===== config.mk =====
export PLATFORM = sky130hd
export DESIGN_NAME = wb_except_ctrl
export DESIGN_NICKNAME = d
export VERILOG_FILES = /design/src/rtl/wb_except_ctrl_pkg.sv /design/src/rtl/wb_except_ctrl_ex_prio_enc.sv /design/src/rtl/wb_except_ctrl.sv
export SDC_FILE = /design/constraint.sdc
export NUM_CORES = 1
export LEC_CHECK = 0
export CAP_MARGIN = 15
export CELL_PAD_IN_SITES_DETAIL_PLACEMENT = 0
export CELL_PAD_IN_SITES_GLOBAL_PLACEMENT = 2
export CORE_ASPECT_RATIO = 0.5
export CORE_MARGIN = 5
export CORE_UTILIZATION = 15
export CTS_CLUSTER_SIZE = 16
export DETAILED_ROUTE_END_ITERATION = 7
export HOLD_SLACK_MARGIN = 0.1
export PLACE_DENSITY_LB_ADDON = 0.05
export RECOVER_POWER = 100
export SETUP_SLACK_MARGIN = 0.4
export SLEW_MARGIN = 20
export SYNTH_ARGS = -nofsm -noshare
export SYNTH_HDL_FRONTEND = slang
export SYNTH_SLANG_ARGS = --single-unit

===== constraint.sdc =====
create_clock -name clk -period 1.8 [get_ports clk]
set_input_delay 0.36 -clock clk [delete_from_list [all_inputs] [get_ports clk]]
set_output_delay 0.36 -clock clk [all_outputs]
set_load 0.005 [all_outputs]

===== src/rtl/wb_except_ctrl_pkg.sv =====
// Shared constants for the writeback exception/ERTN arbiter: exception codes,
// per-instruction flag bit positions and flush FSM state encodings.
package wb_except_ctrl_pkg;

    localparam logic [5:0] ECODE_INT = 6'h00;
    localparam logic [5:0] ECODE_ADE = 6'h08;
    localparam logic [5:0] ECODE_ALE = 6'h09;
    localparam logic [5:0] ECODE_SYS = 6'h0B;
    localparam logic [5:0] ECODE_BRK = 6'h0C;
    localparam logic [5:0] ECODE_INE = 6'h0D;

    localparam logic [8:0] ESUBCODE_ADEF = 9'd0;

    localparam int unsigned WB_EXFLAG_ADEF = 0;
    localparam int unsigned WB_EXFLAG_INE  = 1;
    localparam int unsigned WB_EXFLAG_SYS  = 2;
    localparam int unsigned WB_EXFLAG_BRK  = 3;
    localparam int unsigned WB_EXFLAG_ALE  = 4;

    localparam logic [0:0] ST_IDLE  = 1'b0;
    localparam logic [0:0] ST_FLUSH = 1'b1;

    typedef struct packed {
        logic       hit;
        logic [5:0] ecode;
        logic [8:0] esubcode;
        logic       is_adef;
        logic       is_ale;
    } ex_sel_t;

endpackage


===== src/rtl/wb_except_ctrl_ex_prio_enc.sv =====
// Combinational priority encoder selecting the single exception reported for
// the retiring instruction: INT > ADEF > INE > SYS > BRK > ALE.
module ex_prio_enc
    import wb_except_ctrl_pkg::*;
(
    input  logic       int_i,
    input  logic [4:0] flags_i,
    output ex_sel_t    sel_o
);

    always_comb begin
        sel_o          = '0;
        sel_o.hit      = int_i | (|flags_i);
        sel_o.esubcode = '0;
        if (int_i) begin
            sel_o.ecode = ECODE_INT;
        end else if (flags_i[WB_EXFLAG_ADEF]) begin
            sel_o.ecode    = ECODE_ADE;
            sel_o.esubcode = ESUBCODE_ADEF;
            sel_o.is_adef  = 1'b1;
        end else if (flags_i[WB_EXFLAG_INE]) begin
            sel_o.ecode = ECODE_INE;
        end else if (flags_i[WB_EXFLAG_SYS]) begin
            sel_o.ecode = ECODE_SYS;
        end else if (flags_i[WB_EXFLAG_BRK]) begin
            sel_o.ecode = ECODE_BRK;
        end else if (flags_i[WB_EXFLAG_ALE]) begin
            sel_o.ecode  = ECODE_ALE;
            sel_o.is_ale = 1'b1;
        end
    end

endmodule


===== src/rtl/wb_except_ctrl.sv =====
// Writeback-stage exception/ERTN arbiter: emits the CSR exception event,
// gates RF commit, and runs the redirect handshake with fetch.
module wb_except_ctrl
    import wb_except_ctrl_pkg::*;
#(
    parameter int PC_W      = 32,
    parameter int NUM_EXSRC = 5
) (
    input  logic                 clk,
    input  logic                 reset,
    input  logic                 ws_valid,
    input  logic [PC_W-1:0]      ws_pc,
    input  logic [NUM_EXSRC-1:0] ws_ex_flags,
    input  logic [PC_W-1:0]      ws_vaddr,
    input  logic                 ws_ertn,
    input  logic                 int_pending,
    input  logic [PC_W-1:0]      csr_eentry,
    input  logic [PC_W-1:0]      csr_era,
    output logic                 ws_commit_en,
    output logic                 wb_ex,
    output logic [5:0]           wb_ecode,
    output logic [8:0]           wb_esubcode,
    output logic [PC_W-1:0]      wb_pc,
    output logic [PC_W-1:0]      wb_vaddr,
    output logic                 eret_flush,
    output logic                 pipe_flush,
    output logic                 flush_req,
    output logic [PC_W-1:0]      flush_pc,
    input  logic                 flush_ack
);

    logic [0:0]      state_q, state_d;
    logic            int_q;
    logic [PC_W-1:0] target_q, target_d;
    logic            live;
    logic            ex_hit;
    ex_sel_t         sel;

    ex_prio_enc u_prio (
        .int_i   (int_q),
        .flags_i (ws_ex_flags),
        .sel_o   (sel)
    );

    assign live   = ws_valid & (state_q == ST_IDLE);
    assign ex_hit = live & sel.hit;

    always_comb begin
        wb_ex        = ex_hit;
        wb_ecode     = ex_hit ? sel.ecode    : '0;
        wb_esubcode  = ex_hit ? sel.esubcode : '0;
        wb_pc        = ex_hit ? ws_pc        : '0;
        wb_vaddr     = '0;
        if (ex_hit && sel.is_adef) begin
            wb_vaddr = ws_pc;
        end else if (ex_hit && sel.is_ale) begin
            wb_vaddr = ws_vaddr;
        end
        // An exception on the same instruction suppresses its ertn.
        eret_flush   = live & ~sel.hit & ws_ertn;
        ws_commit_en = live & ~sel.hit;
        pipe_flush   = wb_ex | eret_flush;
        flush_req    = (state_q == ST_FLUSH);
        flush_pc     = (state_q == ST_FLUSH) ? target_q : '0;
    end

    always_comb begin
        state_d  = state_q;
        target_d = target_q;
        case (state_q)
            ST_IDLE: begin
                if (wb_ex) begin
                    target_d = csr_eentry;
                    state_d  = ST_FLUSH;
                end else if (eret_flush) begin
                    target_d = csr_era;
                    state_d  = ST_FLUSH;
                end
            end
            ST_FLUSH: begin
                if (flush_ack) begin
                    state_d = ST_IDLE;
                end
            end
            default: state_d = ST_IDLE;
        endcase
    end

    always_ff @(posedge clk) begin
        if (reset) begin
            state_q  <= ST_IDLE;
            int_q    <= 1'b0;
            target_q <= '0;
        end else begin
            state_q  <= state_d;
            int_q    <= int_pending;
            target_q <= target_d;
        end
    end

endmodule

==> reports/metrics.sh <==
CRITICAL_PATH_REQUIRED_PS=1440
DRTITER0DRC=76
CPMAXSTAGEDELAYCELL='dfxtp_2'
LARGEST_FAMILY_OF_LOGIC_CELLS_BY_SYNTHESIZED_AREA='compound AO/OA/AOI/OAI gates'
GRT_PASS1_VIAS=3977
ANTENNA_CELLS=0
ANT_NETS=0
FIRSTDRTPASSITERS=4
SYNTH_SIMPLE_GATE_AREA_FRAC=0.254
AREAGROWTHSYNTHTOFINISH_PCT=134
POST_DETAILED_ROUTE_VIA_TO_CELL_RATIO=4.18
GLOBALROUTETOTALUTIL=0.149
SYNTH-ADDER-AREA-SHARE=0
COUNT_LEADER_SYNTH='and2_1'
MAX-CLOCK-PATH-BUFFERS=2
DETAILEDPLACEMENTHPWL_UM=12300
FINALCRITPERIODSHARE=1.12
FP.DIEW_UM=207
YS_SEQ_AREA_FRAC=0.233
WORST_PATH_MOST_REPEATED_CELL='buf_6'
DETAIL_ROUTE.WIRELENGTH_UM=17700
TIMING.FINAL.CRIT_PERIOD_PS=2020
NUMCTSBUFFERS=5
MAX-CAP-VIOLATIONS=0
SYNTH-COMPOUND-AREA-SHARE=0.363
CRITICAL-PATH-MAX-STAGE-DELAY_PS=330
NUMPORTBUFFERS=243
SYNTH_TOP_AREA_CELL='dfxtp_1'
WORST_PIN_SLEW_PS=779
PLACEABLECOREAREA_MM2=0.0193
SEQ_AREA_UM2=686
MAXIMUM_NUMBER_OF_PINS_ON_ONE_NET_BEFORE_GLOBAL_ROUTE_REPAIR=65
MULTI_INPUT_COMB_AREA_MM2=0.00218
POSTSYNTHREGISTERBITS=34
WORST_EP_ARRIVAL_TIME_PS=1660
SYNTH_CELLS=368
INITIAL_UTILIZATION=0.151
DRIVE_GT1_FRAC=0.372
DRT-WIRELENGTH-PER-CELL_UM=19.2
TIMING.SETUP.TNS_PS=-13560
TIMING.MAX_SLEW.REL_SLACK=0.481
DIE_HEIGHT_UM=109
FINAL.SETUP_SKEW_PS=3.28
CATEGORY_OF_THE_MOST_CRITICAL_SETUP_PATH='reg2out'
SYNTHTOPCELLSBYCOUNT='and2_1, inv_1, dfxtp_1, nand2b_1'
CP_CELL_SEQUENCE='buf_6 > nor2b_4 > and4_4 > buf_6 > buf_12 > buf_8 > a22o_1 > buf_2'
FIN_WS_PS=-220
CLOCK_SLEW_AT_REPORTED_PATH_FFS_PS=60
HOLDCRITPATHCLASS='reg2reg'
SYNTH-XOR-AREA-SHARE=0
YS.FLOP_TYPE='dfxtp_1'
SYN_AREA_PER_CELL_UM2=7.93
GRT_FIRST_PASS_WIRELENGTH_UM=25900
TIMING.FINAL.SETUP_VIOLATIONS=126
PROPORTION_OF_REGISTER_BITS_WITH_ASYNCHRONOUS_SET_OR_RESET_AFTER_SYNTHESIS=0
HTREE_LEVELS=2
YOSYSWARNINGCOUNT=0
CRITICAL_PATH.MAX_FANOUT=6
GPL.FINAL_WEIGHTED_CONGESTION=0.783
CLK_LATENCY_PS=280
AREA_FRACTION_OF_THE_DOMINANT_CELL_TYPE_AFTER_SYNTHESIS=0.233
TIMING.CRITICAL_PATH.TO_TYPE='output pin'
SYNTH-EDFF-COUNT=0
STATIC-LEAKAGE-POWER_nW=3.01
GRT_SETUP_UNREPAIRED='true'
VIOLATED_CHECKS='negative setup slack'
CLOCK_TREE_FROM_TRITONCTS='built'
BUFFERS_AND_INVERTERS_ON_THE_WORST_PATH=5
FILL_CELLS=2034
GLOBALROUTE.TOTALOVERFLOW=0
CTS_NUM_SINKS=34
SETUP.WORST_PATH.START_CLASS='flop'
DP_SLACK_PS=-814
ROOT_BUFFER='clkbuf_16'
IO-PIN-COUNT=255
DESIGN.FINAL.NETS=791
STATUS='finished, violations left'
TIMING_HOLD_VIOLATIONS_FINAL=0
PATH_DELAY_FAMILY='buffers and inverters'
SYNTHMUXAREASHARE=0
GRT_ANTENNA_BEFORE_REPAIR=0
SYNTH_TOP_CELLS_BY_AREA='dfxtp_1, and2_1, a22o_1'
POST_SYNTH_INSTANCE_AREA_MM2=0.00292
FLOORPLAN.ROWS=36
TIMING_MAX_TRANSITION_VIOLATIONS_FINAL=0
LARGEST_VDD_SUPPLY_DROP_V=0.000311
POSTCTSHOLDBUFS=0
POWER-PER-CELL-AREA_mW_PER_MM2=454
TIMING.HOLD.WS_PS=565
FLOORPLAN.DIE_AREA_MM2=0.0225
DRC=0
ROUTED-VIA-COUNT=3842
FMAX_GHz=0.495
SYNTHDISTINCTLIBCELLS=27
-- registers in the layout, indices dropped and copies added, names as in the netlist --
name	count
flush_req	1
target_q	32
int_q	1
-- worst paths after layout --
kind,from,endpoint,slack (ps),cells after the start
setup / recovery,flush_req,wb_vaddr[21],-220,8
hold / removal,target_q[4],target_q[4],570,2
setup reg to reg,flush_req,target_q[16],140,10
hold reg to reg,target_q[4],target_q[4],570,2
-- cell usage in the layout (no fill, tap or decap), drive strengths merged --
cell type	n
a211oi	1
a21oi	3
a221oi	32
a22o	32
a31o	1
and2	65
and3	1
and4	1
buf	147
clkbuf	10
clkdlybuf4s15	1
clkdlybuf4s50	164
clkinv	1
conb	11
dfxtp	34
dlygate4sd2	1
inv	36
nand2	1
nand2b	34
nor2	4
nor2b	2
nor3	4
nor3b	1
nor4	1
o21bai	32
o22ai	32
or4	1
-- metal layers --
metal | GRT usage | wire length [um] | vias to the layer above
met1 | 0.201 | 8370 | 1841
met2 | 0.253 | 8520 | 120
met5 | 0 | 0 | -
met4 | 0.0170 | 62 | 0
met3 | 0.0330 | 732 | 4
li1 | - | - | 1877
-- tightest hold or removal path: cells and delay by family, from the launching register on --
kind | cells | cell delay, ps
flops | 1 | 320
compound gates | 2 | 200
-- stage by stage --
step / total power, mW / util / instance area (um2) / std cells
CTS: 3.12 / 0.346 / 6660 / 909
global route: 3.28 / 0.354 / 6830 / 919
finish: 3.10 / 0.354 / 6830 / 919
floorplan: 1.38 / - / 3250 / 378
global placement: 2.06 / 0.307 / 5920 / 865
detailed placement: 2.05 / 0.307 / 5920 / 865
-- cell families after synthesis --
logic type             Yosys count
DFF                             34
and+or+nand+nor                115
AOI/OAI and AO/OA              133
other                            1
buffers and inverters           85
-- final cells by class --
type                    instances  share of cell area
repair buffers                316               0.490
multi-input cells             259               0.319
flip-flops and latches         34               0.100
well taps                     266              0.0487
clock buffers                   7              0.0209
inverters                      36              0.0198
clock inverters                 1            0.000733
-- power breakdown --
| part | switching [mW] | internal [mW] | total, mW |
|---|---|---|---|
| Clock | 0.330 | 0.549 | 0.879 |
| Combinational | 0.516 | 0.837 | 1.35 |
| Sequential | 0.0469 | 0.818 | 0.865 |
-- what timing repair did --
| action | 4_1_cts | 5_1_grt |
|---|---|---|
| gates resized for setup | 404 | 25 |
| setup buffers | 25 | 9 |
| pin swaps | 37 | 17 |
| hold endpoints to repair | 0 | 0 |
| endpoints found under the setup margin | 138 | 138 |
| cloned | 11 | 1 |
Note: power is estimated with default switching activity, not from simulation.
